--- config.mk ---
export PLATFORM = sky130hd
export DESIGN_NAME = rx_asm
export DESIGN_NICKNAME = d
export VERILOG_FILES = /design/src/rtl/uart_pkg.sv /design/src/rtl/uart_sync.sv /design/src/rtl/rx_asm.sv
export SDC_FILE = /design/constraint.sdc
export NUM_CORES = 1
export LEC_CHECK = 0
export ABC_CLOCK_PERIOD_IN_PS = 2090
export CORE_MARGIN = 1
export CORE_UTILIZATION = 45
export CTS_BUF_LIST = sky130_fd_sc_hd__clkbuf_4
export DETAILED_ROUTE_END_ITERATION = 10
export PLACE_DENSITY = 0.68
export SLEW_MARGIN = 20
export SYNTH_ARGS = -nofsm -noshare
export SYNTH_HDL_FRONTEND = slang
export SYNTH_SLANG_ARGS = --single-unit
--- constraint.sdc ---
create_clock -name clk -period 2.09 [get_ports clk]
set_clock_uncertainty 0.1 [all_clocks]
set_input_delay 0.209 -clock clk [delete_from_list [all_inputs] [get_ports clk]]
set_output_delay 0.209 -clock clk [all_outputs]
set_load 0.005 [all_outputs]
--- src/rtl/uart_pkg.sv ---
// rtl/uart_pkg.sv - shared UART link types, constants and parity helper
package uart_pkg;

    localparam int BITS_PER_BYTE = 8;

    typedef enum logic [2:0] {
        IDLE,
        DATA,
        BYTE_PAR,
        FINAL_PAR,
        STOP,
        BREAK
    } rx_state_t;

    typedef enum logic [2:0] {
        TX_IDLE,
        TX_START,
        TX_DATA,
        TX_BYTE_PAR,
        TX_FINAL_PAR,
        TX_STOP
    } tx_state_t;

    // Even parity: the parity bit equals the XOR of the covered bits.
    function automatic logic even_parity(input logic [63:0] bits);
        return ^bits;
    endfunction

endpackage

--- src/rtl/uart_sync.sv ---
// rtl/uart_sync.sv - reset-to-1 flop chain for the serial line
//   clk, rst : clock, asynchronous active-high reset
//   d        : raw serial input
//   q        : d delayed by SYNC_STAGES flops (combinational when 0)
module uart_sync #(
    parameter int SYNC_STAGES = 2
) (
    input  logic clk,
    input  logic rst,
    input  logic d,
    output logic q
);

    generate
        if (SYNC_STAGES == 0) begin : g_bypass
            logic unused_clk_rst;
            assign unused_clk_rst = clk ^ rst;
            assign q = d;
        end else begin : g_chain
            logic [SYNC_STAGES-1:0] ff;

            // Resets to 1 so a resetting link looks idle, not like a start bit.
            always_ff @(posedge clk or posedge rst) begin
                if (rst) begin
                    ff <= '1;
                end else begin
                    ff[0] <= d;
                    for (int i = 1; i < SYNC_STAGES; i++) begin
                        ff[i] <= ff[i-1];
                    end
                end
            end

            assign q = ff[SYNC_STAGES-1];
        end
    endgenerate

endmodule

--- src/rtl/rx_asm.sv ---
// rtl/rx_asm.sv - 1x-sampled UART receiver with even parity and valid/ready output
//   clk, rst        : clock, asynchronous active-high reset
//   rx_in           : serial line, idles high
//   parity_per_byte : 1 = parity after every byte plus a final parity bit
//   rx_data         : received word, held while rx_valid
//   rx_valid        : word available; rx_ready accepts it
//   parity_err      : qualifies rx_data, any parity check failed
//   frame_err       : qualifies rx_data, stop bit was 0
//   overrun         : sticky, a frame completed while the last word was unaccepted
//   busy            : receiver not idle
//   rx_done         : one-cycle pulse when the stop bit is sampled
module rx_asm
    import uart_pkg::*;
#(
    parameter int DATA_WIDTH  = 8,
    parameter int SYNC_STAGES = 2
) (
    input  logic                  clk,
    input  logic                  rst,
    input  logic                  rx_in,
    input  logic                  parity_per_byte,
    output logic [DATA_WIDTH-1:0] rx_data,
    output logic                  rx_valid,
    input  logic                  rx_ready,
    output logic                  parity_err,
    output logic                  frame_err,
    output logic                  overrun,
    output logic                  busy,
    output logic                  rx_done
);

    localparam int BCW = $clog2(DATA_WIDTH) + 1;
    localparam int BYW = $clog2(DATA_WIDTH / BITS_PER_BYTE) + 1;

    logic                  rx_s;
    rx_state_t             state;
    rx_state_t             state_nxt;
    logic [BCW-1:0]        bit_cnt;
    logic [BYW-1:0]        byte_cnt;
    logic [DATA_WIDTH-1:0] sr;
    logic                  acc;
    logic                  byte_par;
    logic                  err;
    logic                  mode;
    logic                  load;
    logic [2:0]            bit_lo;
    logic                  last_byte;

    uart_sync #(.SYNC_STAGES(SYNC_STAGES)) u_sync (
        .clk (clk),
        .rst (rst),
        .d   (rx_in),
        .q   (rx_s)
    );

    assign bit_lo    = 3'(bit_cnt);
    // Widen before multiplying so a narrow byte_cnt cannot wrap.
    assign last_byte = ((32'(byte_cnt) + 32'd1) * BITS_PER_BYTE) == DATA_WIDTH;

    always_ff @(posedge clk or posedge rst) begin
        if (rst) begin
            state <= IDLE;
        end else begin
            state <= state_nxt;
        end
    end

    always_comb begin
        state_nxt = state;
        case (state)
            IDLE: begin
                if (!rx_s) state_nxt = DATA;
            end
            DATA: begin
                if (mode && bit_lo == 3'd7) begin
                    state_nxt = BYTE_PAR;
                end else if (!mode && bit_cnt == BCW'(DATA_WIDTH - 1)) begin
                    state_nxt = FINAL_PAR;
                end
            end
            BYTE_PAR:  state_nxt = last_byte ? FINAL_PAR : DATA;
            FINAL_PAR: state_nxt = STOP;
            // A low stop bit parks in BREAK so a held-low line is not a new start.
            STOP:      state_nxt = rx_s ? IDLE : BREAK;
            BREAK: begin
                if (rx_s) state_nxt = IDLE;
            end
            default:   state_nxt = IDLE;
        endcase
    end

    always_comb begin
        busy    = (state != IDLE);
        rx_done = (state == STOP);
        load    = (state == STOP) && (!rx_valid || rx_ready);
    end

    always_ff @(posedge clk or posedge rst) begin
        if (rst) begin
            bit_cnt  <= '0;
            byte_cnt <= '0;
            sr       <= '0;
            acc      <= 1'b0;
            byte_par <= 1'b0;
            err      <= 1'b0;
            mode     <= 1'b0;
        end else begin
            case (state)
                IDLE: begin
                    if (!rx_s) begin
                        assert (!(parity_per_byte && (DATA_WIDTH % BITS_PER_BYTE != 0)));
                        bit_cnt  <= '0;
                        byte_cnt <= '0;
                        acc      <= 1'b0;
                        byte_par <= 1'b0;
                        err      <= 1'b0;
                        mode     <= parity_per_byte;
                    end
                end
                DATA: begin
                    sr       <= {rx_s, sr[DATA_WIDTH-1:1]};
                    byte_par <= byte_par ^ rx_s;
                    bit_cnt  <= bit_cnt + BCW'(1);
                end
                BYTE_PAR: begin
                    err      <= err | (rx_s != byte_par);
                    acc      <= acc ^ byte_par;
                    byte_par <= 1'b0;
                    byte_cnt <= byte_cnt + BYW'(1);
                end
                FINAL_PAR: begin
                    // In per-byte mode acc holds the XOR of all byte parities.
                    err <= err | (rx_s != (mode ? acc : byte_par));
                end
                default: ;
            endcase
        end
    end

    always_ff @(posedge clk or posedge rst) begin
        if (rst) begin
            rx_data    <= '0;
            rx_valid   <= 1'b0;
            parity_err <= 1'b0;
            frame_err  <= 1'b0;
            overrun    <= 1'b0;
        end else begin
            // A new load wins over the handshake clearing rx_valid.
            if (load) begin
                rx_data    <= sr;
                rx_valid   <= 1'b1;
                parity_err <= err;
                frame_err  <= !rx_s;
            end else if (rx_valid && rx_ready) begin
                rx_valid <= 1'b0;
            end
            if (rx_done && !load) begin
                overrun <= 1'b1;
            end
        end
    end

endmodule

# --- Word level (Yosys, flattened, before mapping) ---
# Index checks and enable logic that the tools add are counted.
# Widths: inputs -> output; s select.
word_totals:
  reg_bits: 34
  inputBits: 5
  output_inout_bits: 14
  elab_cells: 75
op_classes:
  addsub: 3
  n_eq_ne: 13
  n_mux: 17
  bitwise: 5
  reduce_logical: 23
ops:
  columns: ["cell", "count"]
  rows:
  - ["$pmux 3 s6", 1]
  - ["$mux 3", 5]
  - ["$reduce_and 2->1", 5]
  - ["$eq 3x3->1 const B", 3]
  - ["$reduce_bool 3->1", 3]
  - ["$pmux 4 s2", 1]
  - ["$eq 3x2->1 const B", 2]
  - ["$pmux 1 s3", 2]
  - ["$reduce_bool 2->1", 3]
  - ["$logic_and 1x1->1", 5]
  - ["$add 4x1->4 const B", 1]
  - ["$eq 4x3->1 const B", 1]
  - ["$logic_not 1->1", 4]
  - ["$mux 1", 4]
  - ["$mux 4", 1]
  - ["$pmux 1 s2", 2]
  - ["$eq 3x1->1 const B", 1]
  - ["$logic_not 3->1", 1]
  - ["$ne 3x3->1 const B", 1]
  - ["$reduce_and 3->1", 1]
  - ["$add 1x1->2 const B", 1]
  - ["$eq 2x1->1 const B", 1]
  - ["$mux 2", 1]
  - ["$ne 1x1->1", 2]
  - ["other kinds (7)", 9]

# --- Longest topological paths before layout ---
# Gate-level depths: netlist of run 1.
logic_depth:
  ltp_word: 5
  ltp_mapped: 7

# --- Modules after synthesis ---
# Synthesis of run 1 repeated with hierarchy kept, for this count alone.
unflattened:
  hier_cells: 116
  area_unflattened_um2: 1473.9
modules_own_cells:
  columns: ["mod", "instances", "cells_each", "area_per_inst_um2", "seq_area_each_um2"]
  rows:
  - ["rx_asm", 1, 113, 1417.6, 800.8]
  - ["uart_sync", 1, 3, 56.3, 52.6]

# --- Worst setup path before layout of run 1 ---
# No wires, ideal clock.
synth_timing:
  kind: "reg2reg"
  from: "reg state[1]"
  to: "reg bit_cnt[0]"
  setup_ps: 125
  arrival_time_ps: 1355
  required_time_ps: 1865
  path_slack_ps: 510
  stages_incl_launch_ff: 5
  path_cell_list: "dfrtp_1 > buf_2 > nor4_1 > nor2_1 > mux2_2"
synth_between:
  elab_chain_len: 3
synth_rtl:
  columns: ["element", "line_no", "rtl"]
  rows:
  - ["start, declared", "rx_asm.sv:36", "rx_state_t state;"]
  - ["start signal, assigned", "rx_asm.sv:64", "state <= state_nxt;"]
  - ["$eq 3x1->1 or $logic_not 3->1 (tied branches)", "rx_asm.sv:108", "case (state)"]
  - ["$reduce_bool 2->1 (no source line) or $ne 2x2->1 (tied branches)", null, null]
  - ["$reduce_and 2->1 (no source line)", null, null]
  - ["end signal, assigned", "rx_asm.sv:123", "bit_cnt <= bit_cnt + BCW'(1);"]
  - ["end, declared", "rx_asm.sv:38", "logic [BCW-1:0] bit_cnt;"]
# Several ways; a longest one is shown, not always the timed one.
# A chain may end at the register's enable or synchronous reset.

# --- Worst setup path in the final report of run 1 ---
layout_timing:
  from: "reg state[0]"
  to: "out rx_done"
layout_between:
  elab_chain_len: 1
layout_rtl:
  columns: ["element", "line_no", "rtl"]
  rows:
  - ["$eq 3x3->1", "rx_asm.sv:94", "rx_done = (state == STOP);"]
  - ["end, declared", "rx_asm.sv:29", "output logic rx_done"]
# No other way between the ends.

==> flow_summary.yaml, run 1 <==
outcome:
  result_of_the_run: "finished, final reports clean"
grt:
  globalRouteMet1Util_pct: 23.3
  grt.met2_usage_pct: 28.4
  grt_first_pass_wirelength_um: 4440
  grt_max_degree: 35
  grt_use_met3_pct: 8.04
  top_usage_layer: "met2"
  vias_in_the_first_global_route: 968
  track_usage_pct: 18.5
  number_of_antenna_violations_at_the_first_check_in_global_routing: 0
  gr-total-overflow: 0
setup_path:
  crit_path_max_fanout: 7
  timing.critical_path.from: "state[0]"
  worst_ep_arrival_time_ps: 1660
  cp.required_ps: 1780
  startpoint_type: "flop"
  reg2reg_from: "state[1]"
  crit_type: "reg -> out"
  endpoint_type_of_the_worst_setup_path: "output pin"
detailed_routing:
  ant_nets: 0
  routed_via_density: 5.05
  first_pass_drt_iterations: 3
  drc: 0
  initial_drc_count: 16
  routed_wirelength_um: 2510
  vias: 920
  avgRoutedWirePerCell_um: 13.8
clocking:
  worst_skew_pair.late_latency_ps: 340
  htree_num_levels: 2
  cts-root-to-sink-buffers: 2
  number_of_cts_inserted_buffers: 5
  cts.root.buffer_cell: "clkbuf_4"
  path_clk_slew_ps: 100
  clock_tree_from_tritoncts: "done"
  clock-sinks: 34
yosys:
  synth.ff_latch_count: 34
  synth.yosys.seq_area_share_pct: 59.9
  post_synth_inst_count: 112
  yosys_warnings: 0
  synth_area_leaders: "dfrtp_1 56%, mux2_2 16%, dfstp_2 3.7%"
  synth.largest_area_cell: "dfrtp_1"
  yosysUniqueCellTypes: 28
  avgSynthCellArea_um2: 12.7
  synth_fp_nets: 119
  synthesis.area_um2: 1430
  synth_top_area_share_pct: 56.2
finish:
  layout-drive-gt1-share_pct: 25.4
  seq_area_um2: 855
  nFillCells: 268
  multiInputGateArea_um2: 531
  total_inserted_antenna_cells: 0
  fin_nets: 144
  post_layout_instance_area_um2: 1750
  area_delta_synth_final_pct: 22.7
place:
  place.gp.congestion: 0.768
  hpwl_um: 1740
  portBuffers: 18
  detailed_place.area_um2: 1660
sta:
  grt_setup_unrepaired: "no"
  slew_viol_final: 0
  totalNegativeSetupSlack_ps: 0
  final.period_utilization_pct: 94.4
  timing.max_slew.rel_slack_pct: 71.1
  max_clock_freq_mhz: 507
  post-route-min-period_ps: 1970
  timing_worst_slew_pin_value_ps: 432
  timing.final.hold_violations: 0
  finalSetupViolations: 0
min_path:
  hold_path.class: "in -> async"
floorplan:
  die-height_um: 58.3
  standard_cell_row_count: 20
  initial_utilization_pct: 47.1
  floorplan.io_pins: 19
  design.die.area_um2: 3400
  floorplan.core_area_um2: 3030
  die_x_um: 58.3
flow_run:
  cap_viol_max_count: 0
power_and_ir_drop:
  power.density_nw_per_um2: 1610
  vdd_ir_drop_max_v: 0.000774
  total_leakage_power_uw: 0.000790
-- sequential cells by signal (all words and copies together), names as in the netlist --
register,flops
byte_cnt,1
bit_cnt,4
rx_data,8
u_sync.g_chain.ff,2
mode,1
err,1
overrun,1
state,3
acc,1
parity_err,1
sr,8
rx_valid,1
byte_par,1
frame_err,1
-- through the flow --
stage	utilization (%)	setup WS [ps]	hold slack [ps]	total power (uW)	std cells
after detailed placement	54.8	304	253	2360	173
after global placement	54.8	355	246	2300	173
final	57.7	118	153	2820	182
after floorplan	-	510	113	1920	112
after global routing	57.7	6.40	163	3060	182
after CTS	57.4	17.6	150	2850	181
-- area by class of cell --
class                           instances  share of cell area (%)
Clock buffer                            6                    2.58
Clock inverter                          2                    1.93
Inverter                                5                    1.07
Multi-Input combinational cell         69                    30.4
Sequential cell                        34                    48.9
Tap cell                               44                    3.15
Timing Repair Buffer                   22                    12.0
-- logic make-up after synthesis --
logic type	count (synthesis)	share of synthesized area [%]
compound gates	17	8.08
flops	34	59.9
xor+xnor	1	0.615
mux	21	16.5
simple gates	28	10.3
fa+ha+maj	2	1.76
buf+inv	9	2.90
-- power breakdown --
group / switching (uW) / internal [uW] / total (uW)
registers: 248 / 962 / 1210
clock network: 217 / 262 / 479
logic: 431 / 704 / 1130
-- worst paths after layout --
| kind | end | cells after the start | slack [ps] |
|---|---|---|---|
| worst max-delay path | rx_done | 4 | 120 |
| worst min-delay path | rx_data[0] | 3 | 150 |
| worst max register to register | err | 5 | 330 |
| worst min register to register | u_sync.g_chain.ff[1] | 0 | 270 |
| max in group asynchronous | u_sync.g_chain.ff[0] | 3 | 1400 |
| min in group clk | u_sync.g_chain.ff[0] | 1 | 170 |
-- what timing repair did --
action | 4_1_cts | 5_1_grt
buffers inserted | 0 | 1
endpoints found under the hold margin | 0 | 0
setup endpoints to repair | 0 | 1
resized for setup | 0 | 1
hold buffers | 0 | 0
-- synthesized netlist by cell type --
cell type	instances
dfrtp_1	32
mux2_2	20
nor2_1	8
nand2_1	7
a22o_1	6
inv_1	5
a21oi_1	4
o21ai_0	4
buf_2	3
dfstp_2	2
ha_1	2
nand2b_1	2
nand3_1	2
a2bb2oi_1	1
and3_1	1
buf_4	1
mux2i_1	1
nand3b_1	1
nand4b_1	1
nand4bb_1	1
nor2b_1	1
nor3_1	1
nor3_2	1
nor4_1	1
o21bai_1	1
o22ai_1	1
or3_1	1
xnor2_1	1
-- per-layer routing --
layer | wire length [um] | up-vias
met2 | 1160 | 14
met1 | 1200 | 455
met4 | 48 | 0
met5 | 0 | -
met3 | 100 | 6
li1 | - | 445
-- cell usage in the layout, fill, tap and decap left out, drive strengths merged --
cell,Yosys,routed
nor4,1,1
inv,5,5
a22o,6,6
bufinv,0,1
clkbuf,0,6
clkdlybuf4s50,0,18
o22ai,1,1
dfrtp,32,32
o21ai,4,4
and3,1,1
clkinv,0,1
mux2i,1,1
nor2b,1,1
buf,4,4
xnor2,1,1
nand3b,1,1
o21bai,1,1
nand4b,1,1
dfstp,2,2
nand4bb,1,1
or3,1,1
nand3,2,2
mux2,20,20
nor2,8,8
a21oi,4,4
a2bb2oi,1,1
nor3,2,2
nand2,7,7
nand2b,2,2
ha,2,2
-- worst max-delay path, stage by stage (launching register included) --
cell and delay [ps]:
dfrtp_1 460, nor2_1 160, nand2_1 100, inv_1 90, clkdlybuf4s50_1 510
Note: power is estimated with default switching activity, not from simulation.
==> inputs of run 2 (changes only) <==
PLACE_DENSITY = default   (was 0.68)
PLACE_DENSITY_LB_ADDON = 0.3   (was default)
==> run 2 against run 1 <==
  * Critical path depth unchanged
  * Cell count up 2.2%
  * Sequential share of layout area down 0.10 points
  * Register-to-register slack about the same
  * Final area up 0.50%
  * First-iteration DRC count up 94%
  * Total power down 3.3%
  * Global-route usage down 1.9 points
  * Flip-flop and latch count unchanged
  * Sequential power about the same
  * Critical endpoint unchanged
  * Largest cell class unchanged
==> flow_summary.yaml, run 2 (same netlist as run 1, synthesis figures left out) <==
power_and_ir_drop:
  power.net_switching_uw: 886
  power.density_nw_per_um2: 1550
  clkPwrFrac_pct: 13.1
  pwr-share-seq_pct: 43.9
  share_comb_of_total_power_pct: 43.1
  internal_power_uw: 1840
  power.share.switching_pct: 32.5
  total_leakage_power_uw: 0.000801
  vdd_ir_drop_max_v: 0.000693
place:
  place.gp.congestion: 0.700
  portBuffers: 18
  hpwl_um: 1610
  dpl.cell_count: 173
grt:
  grt.met2_usage_pct: 25.6
  grt_first_pass_wirelength_um: 4050
  globalRouteMet1Util_pct: 19.3
  track_usage_pct: 16.6
  vias_in_the_first_global_route: 942
  number_of_antenna_violations_at_the_first_check_in_global_routing: 0
  grt_max_degree: 35
  grt_use_met3_pct: 6.70
  gr-total-overflow: 0
  top_usage_layer: "met2"
detailed_routing:
  avgRoutedWirePerCell_um: 12.8
  ant_nets: 0
  routed_via_density: 5.06
  first_pass_drt_iterations: 4
  routed_wirelength_um: 2380
  vias: 941
  drc: 0
  initial_drc_count: 31
setup_path:
  crit_path_max_fanout: 6
  setup.worst_path.end: "rx_done"
  ff2ff_path_depth: 4
  ff_to_ff_end: "sr[4]"
  reg2reg_setup_slack_ps: 330
  timing.critical_path.from: "state[0]"
  endpoint_type_of_the_worst_setup_path: "output pin"
  worst_ep_arrival_time_ps: 1630
  reg2reg_from: "state[1]"
  startpoint_type: "flop"
  crit_type: "reg -> out"
  cp.required_ps: 1780
sta:
  timing.final.hold_violations: 0
  max_clock_freq_mhz: 515
  timing.max_slew.rel_slack_pct: 71.7
  timing_worst_slew_pin_value_ps: 423
  post-route-min-period_ps: 1940
  totalNegativeSetupSlack_ps: 0
  finalSetupViolations: 0
  slew_viol_final: 0
  final.period_utilization_pct: 92.9
  grt_setup_unrepaired: "no"
clocking:
  cts.root.buffer_cell: "clkbuf_4"
  cts-root-to-sink-buffers: 2
  htree_num_levels: 2
  number_of_cts_inserted_buffers: 5
  path_clk_slew_ps: 110
  clock-sinks: 34
  worst_skew_pair.late_latency_ps: 350
  clock_tree_from_tritoncts: "done"
floorplan:
  die-height_um: 58.3
  floorplan.core_area_um2: 3030
  die_x_um: 58.3
  floorplan.io_pins: 19
  standard_cell_row_count: 20
  initial_utilization_pct: 47.1
  design.die.area_um2: 3400
min_path:
  hold_path.class: "in -> async"
finish:
  total_inserted_antenna_cells: 0
  layout_commonest_cell: "dfrtp_1"
  nFillCells: 265
  layout-drive-gt1-share_pct: 29.6
  top_regs: "rx_data: 8 flops, sr: 8 flops, bit_cnt: 4 flops"
  layout.core_utilization_pct: 58.0
  area_delta_synth_final_pct: 23.3
  layout_common_cells: "29 x dfrtp_1, 20 x mux2_2, 18 x clkdlybuf4s50_1, 8 x nor2_1, 8 x buf_4"
  final_cells: 186
  fin_nets: 148
outcome:
  result_of_the_run: "finished, final reports clean"
flow_run:
  cap_viol_max_count: 0
## run 2: cell types whose count changed in the layout (fill, tap and decap cells not counted)
cell / change
clkinv_1: -1
bufinv_16: -1
dfrtp_2: +2
buf_4: +4
clkinv_2: +2
dfrtp_1: -2
## run 2: cell type report
class	instances	area, um2	share of cell area [%]
multi-input cells	69	531	30.2
well taps	44	55.1	3.13
flip-flops and latches	34	857	48.8
clock inverters	2	10.0	0.570
inverters	5	18.8	1.07
repair buffers	26	240	13.7
clock buffers	6	45.0	2.56
## run 2: how the worst min path moves through the flow
stage / start / end / slack (ps) / depth (start not counted)
after CTS: rst / rx_data[1] / 140 / 3
after floorplan: rx_in / u_sync.g_chain.ff[0] / 110 / 0
after detailed placement: u_sync.g_chain.ff[0] / u_sync.g_chain.ff[1] / 250 / 0
after global routing: rx_in / u_sync.g_chain.ff[0] / 160 / 1
after global placement: u_sync.g_chain.ff[0] / u_sync.g_chain.ff[1] / 250 / 0
final: rst / sr[1] / 140 / 3
## run 2: per-layer routing
metal	vias to the layer above	wire, um	share of wire [%]
met5	-	0	0
met1	464	1080	46
met3	6	108	4.5
met4	0	55	2.3
li1	451	-	-
met2	20	1130	48
## run 2: power groups by stage
stage / logic (uW) / registers [uW] / clock network [uW]
4_1_cts: 1130 / 1210 / 370
5_1_grt: 1310 / 1240 / 398
2_1_floorplan: 783 / 1140 / 0
3_5_place_dp: 1120 / 1220 / 0
6_report: 1170 / 1200 / 357
3_3_place_gp: 1080 / 1200 / 0
## run 2: per-stage QoR
stage	instance area, um2	hold slack (ps)	worst slack, ps	power (uW)
floorplan	1430	113	510	1920
global placement	1660	246	325	2290
detailed placement	1660	248	293	2340
CTS	1720	137	18.0	2700
global route	1760	163	28.1	2940
finish	1760	138	148	2730
## run 2: what timing repair did
item,in CTS,in global routing
resized for setup,0,3
setup endpoints to repair,0,1
hold buffers,0,0
buffers inserted,0,5
## run 2: worst max-delay path, stage by stage, from the launching register on
cell             delay [ps]
dfrtp_2                 460
nor2_1                  140
nand2_1                 100
inv_1                    80
clkdlybuf4s50_1         510
==> inputs of run 3 (changes only) <==
TNS_END_PERCENT = 30   (was default)
==> results of run 3 <==
Same layout as run 2: the final DEF is identical, and so are final timing and power.
